**config.mk**
```make
export PLATFORM = sky130hd
export DESIGN_NAME = row_group_reset_seq
export DESIGN_NICKNAME = d
export VERILOG_FILES = /design/src/rtl/compair_fee_pkg.sv /design/src/rtl/row_group_reset_fsm.sv /design/src/rtl/row_group_reset_seq.sv
export SDC_FILE = /design/constraint.sdc
export NUM_CORES = 1
export LEC_CHECK = 0
export ABC_AREA = 1
export ABC_CLOCK_PERIOD_IN_PS = 1400
export BUFFER_PORTS_ARGS = -buffer_cell sky130_fd_sc_hd__buf_4
export CAP_MARGIN = 5
export CORE_ASPECT_RATIO = 1.25
export CORE_UTILIZATION = 51
export CTS_CLUSTER_DIAMETER = 40
export DETAILED_ROUTE_END_ITERATION = 10
export GPL_ROUTABILITY_DRIVEN = 0
export HOLD_SLACK_MARGIN = 0.1
export MAX_ROUTING_LAYER = met4
export PLACE_DENSITY = 0.76
export SLEW_MARGIN = 10
export SYNTH_ARGS = -nofsm -noshare
export SYNTH_HDL_FRONTEND = slang
export SYNTH_SLANG_ARGS = --single-unit
```
**constraint.sdc**
```tcl
create_clock -name sysclk -period 1.4 [get_ports sysclk]
set_input_delay 0.07 -clock sysclk [delete_from_list [all_inputs] [get_ports sysclk]]
set_output_delay 0.07 -clock sysclk [all_outputs]
set_load 0.02 [all_outputs]
```
**src/rtl/compair_fee_pkg.sv**
```systemverilog
//============================================================================
// Module      : compair_fee_pkg
// Description : Shared types and constants for the CompAIR front-end
//               electronics. The row-group reset sequencer uses the group
//               FSM state encoding and the default row/group geometry.
// Revision    : 1.0 - initial release
//============================================================================
`default_nettype none

package compair_fee_pkg;

  // Per-group reset sequencer states
  typedef enum logic [1:0] {
    IDLE     = 2'd0,
    ASSERT   = 2'd1,
    WAIT_REL = 2'd2,
    SETTLE   = 2'd3
  } rst_grp_state_e;

  localparam int COMPAIR_N_ROWS     = 20;
  localparam int COMPAIR_GROUP_SIZE = 4;

  // Width of the optional per-group pulse counter
  localparam int PULSE_CNT_W = 8;

endpackage

`default_nettype wire

```
**src/rtl/row_group_reset_fsm.sv**
```systemverilog
//============================================================================
// Module      : row_group_reset_fsm
// Description : Reset sequencer for one group of rows sharing a board reset
//               pin. Holds the pin low for a minimum width, waits for a
//               release grant from the shared arbiter, then runs a settle
//               window before returning to IDLE.
// Ports       : sysclk          - system clock
//               warm_resn       - asynchronous active-low reset
//               i_req           - group reset request (all rows requesting)
//               i_grant         - release grant from the shared arbiter
//               o_rel_req       - this group asks for a release slot
//               o_resn          - registered board reset pin, active-low
//               o_busy          - FSM is not in IDLE
//               i_pulse_cnt_clr - clear pulse counter (ROW_RESET_PULSE_CNT_EN)
//               o_pulse_cnt     - saturating pulse count (ROW_RESET_PULSE_CNT_EN)
// Config      : ROW_RESET_PULSE_CNT_EN adds the pulse counter.
// Revision    : 1.0 - initial release
//============================================================================
`default_nettype none

module row_group_reset_fsm
  import compair_fee_pkg::*;
#(
  parameter int MIN_PULSE_CYCLES = 100,
  parameter int SETTLE_CYCLES    = 50
) (
  input  logic sysclk,
  input  logic warm_resn,
  input  logic i_req,
  input  logic i_grant,
  output logic o_rel_req,
  output logic o_resn,
  output logic o_busy
`ifdef ROW_RESET_PULSE_CNT_EN
  ,
  input  logic                   i_pulse_cnt_clr,
  output logic [PULSE_CNT_W-1:0] o_pulse_cnt
`endif
);

  localparam int MAX_CYC = (MIN_PULSE_CYCLES > SETTLE_CYCLES) ? MIN_PULSE_CYCLES : SETTLE_CYCLES;
  localparam int CNT_W   = $clog2(MAX_CYC + 1);
  localparam logic [CNT_W-1:0] ASSERT_LAST = CNT_W'(MIN_PULSE_CYCLES - 1);
  localparam logic [CNT_W-1:0] SETTLE_LAST = CNT_W'(SETTLE_CYCLES - 1);

  rst_grp_state_e   r_state;
  rst_grp_state_e   w_next;
  logic [CNT_W-1:0] r_cnt;
  logic             w_cnt_run;
  logic             r_resn;
  logic             w_resn_next;

  always_ff @(posedge sysclk or negedge warm_resn) begin
    if (!warm_resn) begin
      r_state <= ASSERT;
      r_cnt   <= '0;
      r_resn  <= 1'b0;
    end else begin
      r_state <= w_next;
      r_resn  <= w_resn_next;
      if (w_next != r_state) begin
        r_cnt <= '0;
      end else if (w_cnt_run) begin
        r_cnt <= r_cnt + CNT_W'(1);
      end
    end
  end

  always_comb begin
    w_next    = r_state;
    w_cnt_run = 1'b0;
    case (r_state)
      IDLE: begin
        if (i_req) w_next = ASSERT;
      end
      ASSERT: begin
        // Request is ignored here: the minimum width always completes.
        if (r_cnt == ASSERT_LAST) w_next = WAIT_REL;
        else                      w_cnt_run = 1'b1;
      end
      WAIT_REL: begin
        if (!i_req && i_grant) w_next = SETTLE;
      end
      SETTLE: begin
        if (i_req)                     w_next = ASSERT;
        else if (r_cnt == SETTLE_LAST) w_next = IDLE;
        else                           w_cnt_run = 1'b1;
      end
      default: w_next = IDLE;
    endcase
    // The pin lags ASSERT entry by one cycle but rises together with the
    // WAIT_REL -> SETTLE transition, so the low width equals exactly the
    // ASSERT dwell when the release is granted immediately.
    w_resn_next = !((r_state == ASSERT) || ((r_state == WAIT_REL) && (w_next == WAIT_REL)));
  end

  assign o_rel_req = (r_state == WAIT_REL) && !i_req;
  assign o_resn    = r_resn;
  assign o_busy    = (r_state != IDLE);

`ifdef ROW_RESET_PULSE_CNT_EN
  logic                   w_pulse_inc;
  logic [PULSE_CNT_W-1:0] r_pulse_cnt;

  // Only request-driven entries count; the post-reset pulse starts in ASSERT.
  assign w_pulse_inc = ((r_state == IDLE) || (r_state == SETTLE)) && (w_next == ASSERT);

  always_ff @(posedge sysclk or negedge warm_resn) begin
    if (!warm_resn) begin
      r_pulse_cnt <= '0;
    end else if (i_pulse_cnt_clr) begin
      r_pulse_cnt <= '0;
    end else if (w_pulse_inc && (r_pulse_cnt != '1)) begin
      r_pulse_cnt <= r_pulse_cnt + PULSE_CNT_W'(1);
    end
  end

  assign o_pulse_cnt = r_pulse_cnt;
`endif

endmodule

`default_nettype wire

```
**src/rtl/row_group_reset_seq.sv**
```systemverilog
//============================================================================
// Module      : row_group_reset_seq
// Description : Converts per-row reset requests into staggered group reset
//               pulses on the shared board reset pins, and masks the chips'
//               interrupt lines while their group is in reset or settling.
//               N_ROWS must be an exact multiple of GROUP_SIZE.
// Ports       : sysclk          - system clock, 100 MHz
//               warm_resn       - asynchronous active-low reset
//               row_resn_req_i  - per-row reset request, active-low
//               row_intn_pin_i  - chip interruptn pins, asynchronous
//               row_intn_o      - synchronised, masked interruptn to core
//               group_resn_o    - board reset pins, active-low, registered
//               group_busy_o    - group FSM not in IDLE
//               pulse_cnt_clr_i - clear all pulse counters (ROW_RESET_PULSE_CNT_EN)
//               pulse_cnt_o     - 8-bit pulse count per group (ROW_RESET_PULSE_CNT_EN)
// Config      : ROW_RESET_PULSE_CNT_EN adds the per-group pulse counters.
// Revision    : 1.0 - initial release
//============================================================================
`default_nettype none

module row_group_reset_seq
  import compair_fee_pkg::*;
#(
  parameter int N_ROWS           = COMPAIR_N_ROWS,
  parameter int GROUP_SIZE       = COMPAIR_GROUP_SIZE,
  parameter int MIN_PULSE_CYCLES = 100,
  parameter int SETTLE_CYCLES    = 50,
  parameter int STAGGER_CYCLES   = 20
) (
  input  logic                             sysclk,
  input  logic                             warm_resn,
  input  logic [N_ROWS-1:0]                row_resn_req_i,
  input  logic [N_ROWS-1:0]                row_intn_pin_i,
  output logic [N_ROWS-1:0]                row_intn_o,
  output logic [N_ROWS/GROUP_SIZE-1:0]     group_resn_o,
  output logic [N_ROWS/GROUP_SIZE-1:0]     group_busy_o
`ifdef ROW_RESET_PULSE_CNT_EN
  ,
  input  logic                                         pulse_cnt_clr_i,
  output logic [(N_ROWS/GROUP_SIZE)*PULSE_CNT_W-1:0]   pulse_cnt_o
`endif
);

  localparam int N_GROUPS = N_ROWS / GROUP_SIZE;
  localparam int HOLD_W   = $clog2(STAGGER_CYCLES + 1);

  logic [N_ROWS-1:0]   r_intn_s1;
  logic [N_ROWS-1:0]   r_intn_s2;
  logic [N_GROUPS-1:0] w_req_g;
  logic [N_GROUPS-1:0] w_rel_req;
  logic [N_GROUPS-1:0] w_grant;
  logic [N_GROUPS-1:0] w_busy;
  logic [HOLD_W-1:0]   r_hold;
  logic                w_found;

  // Two-stage synchroniser; idles high so no interrupt is seen out of reset.
  always_ff @(posedge sysclk or negedge warm_resn) begin
    if (!warm_resn) begin
      r_intn_s1 <= '1;
      r_intn_s2 <= '1;
    end else begin
      r_intn_s1 <= row_intn_pin_i;
      r_intn_s2 <= r_intn_s1;
    end
  end

  // Fixed-priority release arbiter, lowest group index wins.
  always_comb begin
    w_grant = '0;
    w_found = 1'b0;
    for (int g = 0; g < N_GROUPS; g++) begin
      if (!w_found && w_rel_req[g] && (r_hold == '0)) begin
        w_grant[g] = 1'b1;
        w_found    = 1'b1;
      end
    end
  end

  // Hold-off after each grant so the next release is at least
  // STAGGER_CYCLES later, limiting rail inrush.
  always_ff @(posedge sysclk or negedge warm_resn) begin
    if (!warm_resn) begin
      r_hold <= '0;
    end else if (w_found) begin
      r_hold <= HOLD_W'(STAGGER_CYCLES - 1);
    end else if (r_hold != '0) begin
      r_hold <= r_hold - HOLD_W'(1);
    end
  end

  generate
    for (genvar g = 0; g < N_GROUPS; g++) begin : g_group
      // A group requests only when every row in it requests.
      assign w_req_g[g] = ~|row_resn_req_i[g*GROUP_SIZE +: GROUP_SIZE];

      row_group_reset_fsm #(
        .MIN_PULSE_CYCLES (MIN_PULSE_CYCLES),
        .SETTLE_CYCLES    (SETTLE_CYCLES)
      ) u_fsm (
        .sysclk          (sysclk),
        .warm_resn       (warm_resn),
        .i_req           (w_req_g[g]),
        .i_grant         (w_grant[g]),
        .o_rel_req       (w_rel_req[g]),
        .o_resn          (group_resn_o[g]),
        .o_busy          (w_busy[g])
`ifdef ROW_RESET_PULSE_CNT_EN
        ,
        .i_pulse_cnt_clr (pulse_cnt_clr_i),
        .o_pulse_cnt     (pulse_cnt_o[g*PULSE_CNT_W +: PULSE_CNT_W])
`endif
      );
    end

    for (genvar r = 0; r < N_ROWS; r++) begin : g_row
      assign row_intn_o[r] = w_busy[r/GROUP_SIZE] ? 1'b1 : r_intn_s2[r];
    end
  endgenerate

  assign group_busy_o = w_busy;

endmodule

`default_nettype wire
```
# --- After elaboration in Yosys (flattened, before gate mapping) ---
# Index checks and enable logic that the tools add are counted.
totals:
  inputBits: 42
  out_inout_bits: 30
  reg_bits: 95
  elab_cells: 211
op_classes:
  add_sub_neg: 6
  n_reduce_logical: 61
  eq_ne: 35
  mux: 91
ops:
  columns: ["op", "count"]
  rows:
  - ["$mux W7", 10]
  - ["$mux W2", 25]
  - ["$mux W1", 44]
  - ["$pmux W2 S4", 5]
  - ["$add A7 B1 Y7 const B", 5]
  - ["$eq A7 B6 Y1 const B", 5]
  - ["$eq A7 B7 Y1 const B", 5]
  - ["$eq A2 B2 Y1 const B", 15]
  - ["$logic_and A1 B1 Y1", 24]
  - ["$reduce_bool A2 Y1", 11]
  - ["$reduce_or A4 Y1", 5]
  - ["$eq A2 B1 Y1 const B", 5]
  - ["$logic_not A2 Y1", 5]
  - ["$mux W5", 2]
  - ["$ne A2 B2 Y1", 5]
  - ["$pmux W1 S2", 5]
  - ["$logic_not A1 Y1", 9]
  - ["$logic_not A5 Y1", 1]
  - ["$logic_or A1 B1 Y1", 5]
  - ["$reduce_bool A5 Y1", 1]
  - ["$sub A5 B1 Y5 const B", 1]

# --- Logic depth before layout (Yosys ltp) ---
# Gate-level depths: netlist (run 1).
logic_depth:
  depth_word: 27
  ltp_mapped: 13

# --- By module ---
# A second synthesis (run 1) with hierarchy kept.
hier_totals:
  cells_unflattened: 532
  hier_area_um2: 5205.0
modules_own_cells:
  columns: ["mod", "n_inst", "cells_per_inst", "area_per_inst_um2"]
  rows:
  - ["row_group_reset_fsm", 5, 83, 718.2]
  - ["row_group_reset_seq", 1, 117, 1614.0]

# --- Least setup slack after synthesis (run 1) ---
# Ideal clock, no wire load.
synth_path:
  kind: "reg2reg"
  start: "register r_hold[0]"
  end: "register g_group[1].u_fsm.r_cnt[0]"
  synth_period_minus_slack_ns: 1.554
  path_slack_ns: -0.154
  path_stages_with_launch: 11
  t_arrival_ns: 1.432
  t_required_ns: 1.278
  path_cell_list: "dfrtp_1 inv_1 ha_1 nand2_2 nor2_4 buf_6 nand4_1 nand3_1 o21ai_2 o21ai_4 nor2_1"
synth_between:
  elab_chain_cells: 12
  word_cells_on_any_way: 13
  cone_classes: "1 x eq/ne; 5 x mux; 7 x reduce/logical"
synth_lines:
  columns: ["item", "line_no", "text"]
  rows:
  - ["start: declaration", "row_group_reset_seq.sv:53", "logic [HOLD_W-1:0] r_hold;"]
  - ["start signal: assignment", "row_group_reset_seq.sv:85", "r_hold <= HOLD_W'(STAGGER_CYCLES - 1);"]
  - ["start signal: assignment", "row_group_reset_seq.sv:87", "r_hold <= r_hold - HOLD_W'(1);"]
  - ["$logic_not A5 Y1 (*)", "row_group_reset_seq.sv:72", "if (!w_found && w_rel_req[g] && (r_hold == '0)) begin"]
  - ["$logic_and A1 B1 Y1", "row_group_reset_seq.sv:72", null]
  - ["$mux W1", "row_group_reset_seq.sv:72", null]
  - ["$logic_not A1 Y1", "row_group_reset_seq.sv:72", null]
  - ["$logic_and A1 B1 Y1", "row_group_reset_seq.sv:72", null]
  - ["$logic_and A1 B1 Y1 (*)", "row_group_reset_seq.sv:72", null]
  - ["$mux W1 (*)", "row_group_reset_seq.sv:72", null]
  - ["$logic_and A1 B1 Y1 (*)", "row_group_reset_fsm.sv:82", "if (!i_req && i_grant) w_next = SETTLE;"]
  - ["$mux W2 (*)", "row_group_reset_fsm.sv:82", null]
  - ["$pmux W2 S4 (*)", "row_group_reset_fsm.sv:72", "case (r_state)"]
  - ["$ne A2 B2 Y1 (*)", "row_group_reset_fsm.sv:61", "if (w_next != r_state) begin"]
  - ["$mux W7 or $reduce_bool A2 Y1 (tied branches)", null, null]
  - ["end signal: assignment", "row_group_reset_fsm.sv:64", "r_cnt <= r_cnt + CNT_W'(1);"]
  - ["end: declaration", "row_group_reset_fsm.sv:48", "logic [CNT_W-1:0] r_cnt;"]
# Every way passes the cells marked *; elsewhere a longest branch is shown, timed or not.
# A chain may end at the register's enable or synchronous reset.

# --- Worst setup path in the final report (run 1) ---
layout_path:
  start: "register r_hold[0]"
  end: "register g_group[0].u_fsm.r_cnt[4]"
layout_between:
  elab_chain_cells: 8
  word_cells_on_any_way: 9
  cone_classes: "1 x eq/ne; 4 x mux; 4 x reduce/logical"
layout_lines:
  columns: ["item", "line_no"]
  rows:
  - ["$logic_not A5 Y1 (*)", "row_group_reset_seq.sv:72"]
  - ["$logic_and A1 B1 Y1 (*)", "row_group_reset_seq.sv:72"]
  - ["$mux W1 (*)", "row_group_reset_seq.sv:72"]
  - ["$logic_and A1 B1 Y1 (*)", "row_group_reset_fsm.sv:82"]
  - ["$mux W2 (*)", "row_group_reset_fsm.sv:82"]
  - ["$pmux W2 S4 (*)", "row_group_reset_fsm.sv:72"]
  - ["$ne A2 B2 Y1 (*)", "row_group_reset_fsm.sv:61"]
  - ["$mux W7 or $reduce_bool A2 Y1 (tied branches)", null]
  - ["end signal: assignment", "row_group_reset_fsm.sv:64"]
  - ["end: declaration", "row_group_reset_fsm.sv:48"]
# Marks and branches as above.

==> out/summary.txt, run 1 <==
Post-DP HPWL: 7.07 mm
Antenna cells: 0
Switching Power: 3.92 mW
Post-layout minimum cycle time: 1.71 ns
Maximum number of pins on one net before global-route repair: 40
Crit-path cells: inv_2 -> ha_4 -> nand2_4 -> nor2_4 -> nand3_2 -> inv_1 -> nor2_2 -> nand2_1 -> o21ai_2 -> o21bai_4 -> nor2_1
Met2 wire len: 6.58 mm
Highest Signal Layer: met4
Combinational power share: 49.2%
P per Cell Area: 1490 nW/um^2
H-Tree Depth: 3
Syn avg cell area: 9.17 um^2
Tcrit/Tclk final: 122%
Nets: 754
Overflow after GRT: 0
Starting density of the core: 52.8%
Mapped cell area: 4620 um^2
Endpoints failing setup: 72
Post-route cell area: 6890 um^2
Fraction of layout cells with a size suffix above 1: 50.4%
P_leak: 3.28 nW
Compound-Gate Fraction of Synth Area: 3.98%
Worst r2r src: r_hold[0]$_DFFE_PN0P_
Worst Hold Class: in -> async
Core ar.: 8750 um^2
Final hold violations: 0
First-pass GRT wire length: 18.4 mm
Post-synthesis mux area share: 0%
Critical Path Max Stage Delay: 0.40 ns
Sw Share: 38.3%
Worst path depth: 11
IO Port Bufs: 71
Initial antenna violation count: 0
Critical path class: reg -> reg
ANT nets after route: 0
CTS max path bufs: 2
CTS tree: built
Pre-antenna DRT Iters: 4
Worst-Margin Slew: 0.459 ns
Post-synthesis sequential area ratio: 52.7%
Fmax: 585 MHz
Clock power share: 15.7%
Maxcap violations: 0
Yosys reg bits: 95
Commonest cells after routing, fill and taps aside: buf_4 (133), nor2_1 (64), nand2_1 (63)
Status: complete, but fails checks
DRT iter0 DRCs: 161
PnR worst setup slack: -0.311 ns
Simple-Gate Fraction of Synth Area: 27.4%
Clk root buf: clkbuf_8
Die area: 9440 um^2
DP Area: 5800 um^2
DRC violations left: 0
Total length of routed met3 wires: 425 um
Routed len/inst: 14.4 um
Start point of the critical path: r_hold[0]$_DFFE_PN0P_
Die Wd: 87.1 um
Drt via density: 5.01
Vias in the first global route: 4288
Mapped Cells: 504
Worst R2R Path Depth: 11
Max rail drop VDD: 0.00124 V
Height of the die: 108 um
FILL cells: 527
CP top delay family: simple AND/OR/NAND/NOR gates
Clk pin slew, worst setup/hold paths: 0.09 ns
Max Slew Vio Count: 0
WP buf/inv: 2
Vias: 4135
Post-synthesis adder-cell area fraction: 3.25%
Total Power: 10.3 mW
Total track usage: 26.2%
Ys Warns: 0
Num ports: 72
Failing checks: setup timing
Combinational family with the most area after synthesis: simple AND/OR/NAND/NOR gates
Critical path fanouts, max: 7
Drt total wl: 11.9 mm
Unrepaired setup endpoints after global routing: yes
Worst Clk Skew: 0.0100 ns
CP required: 1.66 ns
P&R area growth vs syn: 49.1%
Rel. slew slack: 69.2%
Synth cell types: 32
Critical path data arrival time: 1.97 ns
Worst setup SP type: flip-flop
Clk sinks: 95
Row cnt: 38
Min Hold Slack: 0.147 ns
Commonest non-fill, non-tap cell in the layout: buf_4
Clk_lat worst skew: 0.38 ns
Pint: 6.33 mW
Critical Path End Type: flip-flop
Sequential Power Share: 35.2%
Critical path's slowest cell: dfrtp_1
CTS buffer count: 9
Metal-1 WL: 4.53 mm
Syn_nets: 558
Synth Area in XOR/XNOR: 5.12%
state kept, by name, indices dropped and copies added, names as in the netlist:
name                   cells
g_group.u_fsm.o_resn       5
g_group.u_fsm.r_cnt       35
g_group.u_fsm.r_state     10
r_hold                     5
r_intn_s1                 20
r_intn_s2                 20
path summary, 6_finish.rpt:
check | slack (ns) | to
worst max-delay path | -0.31 | g_group[0].u_fsm.r_cnt[4]$_DFFE_PN0P_
worst min-delay path | 0.15 | g_group[1].u_fsm.r_cnt[5]$_DFFE_PN0P_
worst min register to register | 0.36 | r_intn_s2[7]$_DFF_PN1_
min in group sysclk | 0.17 | g_group[4].u_fsm.r_state[1]$_DFF_PN0_
max in group asynchronous | 0.65 | r_intn_s2[17]$_DFF_PN1_
worst max register to register | -0.31 | g_group[0].u_fsm.r_cnt[4]$_DFFE_PN0P_
cells in the mapped netlist:
library cell / n / area (um^2)
dfrtp_1: 50 / 1250
inv_2: 4 / 15.0
nor3b_1: 1 / 7.51
buf_4: 10 / 75.1
inv_1: 65 / 244
nand2_1: 70 / 263
o21ai_0: 11 / 55.1
xnor2_1: 5 / 43.8
nand3_1: 29 / 145
nand3_2: 7 / 70.1
buf_6: 1 / 11.3
nand2_2: 11 / 68.8
o21ai_2: 2 / 17.5
or2_2: 21 / 131
xor2_1: 22 / 193
clkinv_1: 1 / 3.75
dfstp_2: 45 / 1180
o21ai_4: 1 / 16.3
nor2_1: 80 / 300
and3_1: 1 / 6.26
nor3_1: 7 / 35.0
ha_1: 12 / 150
nand2_4: 2 / 22.5
nand3b_1: 3 / 22.5
o22ai_1: 1 / 6.26
nor2_4: 5 / 56.3
a21oi_1: 14 / 70.1
o211ai_1: 1 / 7.51
o21bai_2: 1 / 11.3
nor4_2: 1 / 12.5
nand4_1: 14 / 87.6
nor2_2: 6 / 37.5
layer usage:
layer  vias to the layer above  global-route usage, %
li1                       1959                      -
met1                      2042                   27.8
met2                       100                   46.9
met3                        34                   5.95
met4                         0                   10.4
met5                         -                      -
through the flow:
stage               setup WS, ns  util [%]  setup TNS [ns]  cells
floorplan                -0.0954         -           -1.76    504
global placement          -0.160      66.3           -4.96    752
detailed placement        -0.243      66.3           -7.60    752
CTS                       -0.247      76.6          -11.03    815
global route              -0.421      78.7          -19.55    825
finish                    -0.311      78.7          -13.49    825
cell families (layout without fill, tap and decap cells):
kind of cell,Yosys count,after routing
AND/OR/NAND/NOR,258,258
adder cells (fa/ha/maj),12,12
AO/OA/AOI/OAI,31,31
buffers and inverters,81,282
XOR/XNOR,27,27
flip-flops,95,95
worst reg2reg max path, delay by kind of cell, from the launching register on:
| family | cells | cell delay (ns) |
|---|---|---|
| simple gates | 6 | 0.58 |
| fa+ha+maj | 1 | 0.15 |
| compound gates | 2 | 0.28 |
| flops | 1 | 0.40 |
| buf+inv | 2 | 0.19 |
power by group through the flow:
stage	Clock (mW)	Sequential [mW]	Combinational (mW)
2_1_floorplan	0	3.62	2.21
3_3_place_gp	0	3.60	3.54
3_5_place_dp	0	3.62	3.65
4_1_cts	1.62	3.59	4.57
5_1_grt	1.74	3.65	5.48
6_report	1.61	3.60	5.04
layout make-up:
class / instances / area [um^2] / area share [%]
flip-flops and latches: 95 / 2440 / 35.4
clock buffers: 12 / 135 / 1.96
inverters: 70 / 265 / 3.85
clock inverters: 4 / 22.5 / 0.327
multi-input cells: 328 / 2180 / 31.7
well taps: 120 / 150 / 2.18
repair buffers: 196 / 1700 / 24.7
repair_timing:
action | 4_1_cts | 5_1_grt
hold buffers | 21 | 0
hold endpoints to repair | 83 | 0
buffers inserted | 28 | 13
pin swaps | 32 | 22
resized for setup | 110 | 32
setup endpoints to repair | 70 | 74
Power figures use the tool's default switching activity.
==> run 2, diff against run 1 <==
ABC_AREA = default   (was 1)
CORE_UTILIZATION = 53   (was 51)
CTS_BUF_LIST = sky130_fd_sc_hd__clkbuf_4 sky130_fd_sc_hd__clkbuf_8   (was default)
PLACE_DENSITY = 0.78   (was 0.76)
SLEW_MARGIN = 0   (was 10)
==> run 2 against run 1 <==
The flow still finishes with violations (setup timing). Sequential power grew 13%. Hold slack gained 0.035 ns. Design area grew 8.7%. Wire length grew 45%. Clock-buffer cell count grew 1. Combinational power grew 60%. Synthesized cell count shrank 16%. Core utilization grew 12 points. First-iteration DRC count grew to 2.7 times the previous value. Critical path depth shrank 4. Sequential share of layout area shrank 2.8 points. Flip-flop and latch count is the same.
==> out/summary.txt, run 2 <==
Row cnt: 37
Antenna cells: 0
FFs w/ async S/R, synth: 100%
Critical path class: reg -> reg
Place WS: -0.435 ns
Post-layout minimum cycle time: 2.02 ns
Commonest non-fill, non-tap cell in the layout: buf_4
Syn avg cell area: 10.8 um^2
Maxcap violations: 0
Core ar.: 8290 um^2
First-pass GRT wire length: 25.0 mm
Area leader, netlist: dfrtp_1
Fmax: 495 MHz
Clk sinks: 95
Drt via density: 6.10
Post-DP HPWL: 7.63 mm
Clk_lat worst skew: 0.38 ns
Worst-Margin Slew: 0.677 ns
Clock power share: 15.0%
Syn_nets: 476
Synth Flop Type: dfrtp_1
Commonest cells after routing, fill and taps aside: buf_4 (158), buf_6 (55), dfrtp_1 (49)
IO Port Bufs: 71
Routed len/inst: 23.2 um
Pre-antenna DRT Iters: 5
Maximum number of pins on one net before global-route repair: 96
DRC violations left: 0
Pint: 8.64 mW
DRT iter0 DRCs: 431
Max rail drop VDD: 0.00118 V
Rel. slew slack: 54.2%
Endpoints failing setup: 80
H-Tree Depth: 3
CTS max path bufs: 2
CP required: 1.65 ns
Top post-synthesis cells by area: dfrtp_1 (27%), dfstp_2 (26%), or3_1 (3.6%)
Synth cell count leaders: dfrtp_1 (50), dfstp_2 (45), nand2_1 (35)
Min-delay src: row_resn_req_i[6]
P per Cell Area: 1910 nW/um^2
ANT nets after route: 0
Overflow after GRT: 0
Vias in the first global route: 4917
Height of the die: 106 um
Clk root buf: clkbuf_8
Status: complete, but fails checks
Worst Hold Class: in -> reg
Ys Warns: 0
Fraction of layout cells with a size suffix above 1: 62.6%
Starting density of the core: 55.2%
PnR worst setup slack: -0.619 ns
Yosys reg bits: 95
P&R area growth vs syn: 63.6%
Sequential Power Share: 28.6%
Clk pin slew, worst setup/hold paths: 0.10 ns
Start point of the critical path: r_hold[0]$_DFFE_PN0P_
Post-synth EDFFs: 0
Synth cell types: 69
Critical path fanouts, max: 7
Switching Power: 5.63 mW
Vias: 4553
Critical Path End Type: flip-flop
Largest register FFs: 35
Mapped cell area: 4580 um^2
Mapped Cells: 422
CTS tree: built
Largest Register: g_group.u_fsm.r_cnt
Nets: 699
Num ports: 72
Die Wd: 85.1 um
Combinational power share: 56.4%
Unrepaired setup endpoints after global routing: yes
Count leader, synth: dfrtp_1
TNS Setup: -27.41 ns
Post-synthesis sequential area ratio: 53.2%
Drt total wl: 17.3 mm
Max Slew Vio Count: 0
Worst Clk Skew: 0.0138 ns
CTS buffer count: 9
Final hold violations: 0
Biggest regs: g_group.u_fsm.r_cnt: 35 flops, r_intn_s1: 20 flops, r_intn_s2: 20 flops
Sw Share: 39.5%
Critical path data arrival time: 2.27 ns
Top-area cell type share of the netlist area: 27.3%
Worst r2r src: r_hold[0]$_DFFE_PN0P_
Die area: 9010 um^2
Total track usage: 37.8%
Initial antenna violation count: 0
P_leak: 3.27 nW
Tcrit/Tclk final: 144%
Failing checks: setup timing
Worst setup SP type: flip-flop
## run 2: changes by cell type after synthesis, sizes merged, moves of 6 or more
cell	before	now
or3	0	26
inv	69	18
nand3	36	13
nor2	91	34
clkbuf	0	10
nand2b	0	7
a21oi	14	20
or2	21	8
nand2	83	35
xor2	22	2
o221ai	0	6
xnor2	5	18
nand4	14	2
## run 2: metal layers
layer  GRT usage (%)  wire (um)  share of wire (%)
met1            39.2       6130                 35
met2            66.8       9310                 54
met5               -          0                  0
met3            6.81        981                5.7
met4            21.9        914                5.3
## run 2: cell type report
type                            count  area [um^2]
Clock buffer                       13          166
Clock inverter                      3         65.1
Fill cell                         304          801
Inverter                           18         67.6
Multi-Input combinational cell    286         2590
Sequential cell                    95         2430
Tap cell                           97          121
Timing Repair Buffer              235         2040
## run 2: per-stage QoR
stage          std cells  cell area (um^2)  hold WS (ns)  utilization [%]  power [mW]
2_1_floorplan        422              4650        -0.226                -        6.98
3_3_place_gp         678              6020         0.152             72.6        9.05
3_5_place_dp         678              6020         0.154             72.6        9.37
4_1_cts              742              7180         0.130             86.6        12.8
5_1_grt              747              7490         0.179             90.3        14.8
6_report             747              7490         0.182             90.3        14.3
## run 2: cells by family (layout without fill, tap and decap cells)
logic type | Yosys count | count (layout) | synth area share (%)
xor+xnor | 20 | 20 | 3.83
flops | 95 | 95 | 53.2
mux | 4 | 4 | 0.930
fa+ha+maj | 12 | 12 | 3.28
buf+inv | 42 | 269 | 4.38
simple gates | 161 | 161 | 19.3
compound gates | 88 | 89 | 15.1
## run 2: what timing repair did
item | 4_1_cts | 5_1_grt
endpoints found under the setup margin | 76 | 80
resized for setup | 130 | 69
gates cloned | 1 | 0
pin swaps | 61 | 32
hold buffers | 21 | 0
hold endpoints to repair | 107 | 0
buffers inserted | 28 | 14
## run 2: critical path, stage by stage, from the launching register on
cell and delay (ns):
dfrtp_1 0.42, inv_2 0.10, ha_4 0.12, nor4b_4 0.30, o221ai_4 0.24, o21a_4 0.28, a21oi_4 0.30, nor2_1 0.12
## run 2: power groups by stage
stage	Combinational, mW	Clock (mW)	Sequential (mW)
2_1_floorplan	2.97	0	4.00
3_3_place_gp	5.13	0	3.92
3_5_place_dp	5.40	0	3.96
4_1_cts	6.78	2.09	3.94
5_1_grt	8.44	2.23	4.12
6_report	8.05	2.14	4.08
## run 2: worst paths after layout
check,endpoint,slack [ns],cells past startpoint
worst max-delay path,g_group[2].u_fsm.r_cnt[3]$_DFFE_PN0P_,-0.62,7
worst min-delay path,g_group[1].u_fsm.r_state[0]$_DFF_PN1_,0.18,5
worst max register to register,g_group[2].u_fsm.r_cnt[3]$_DFFE_PN0P_,-0.62,7
worst min register to register,r_intn_s2[10]$_DFF_PN1_,0.36,0
max in group asynchronous,g_group[2].u_fsm.r_state[1]$_DFF_PN0_,0.70,3
min in group asynchronous,g_group[1].u_fsm.r_state[1]$_DFF_PN0_,0.26,3
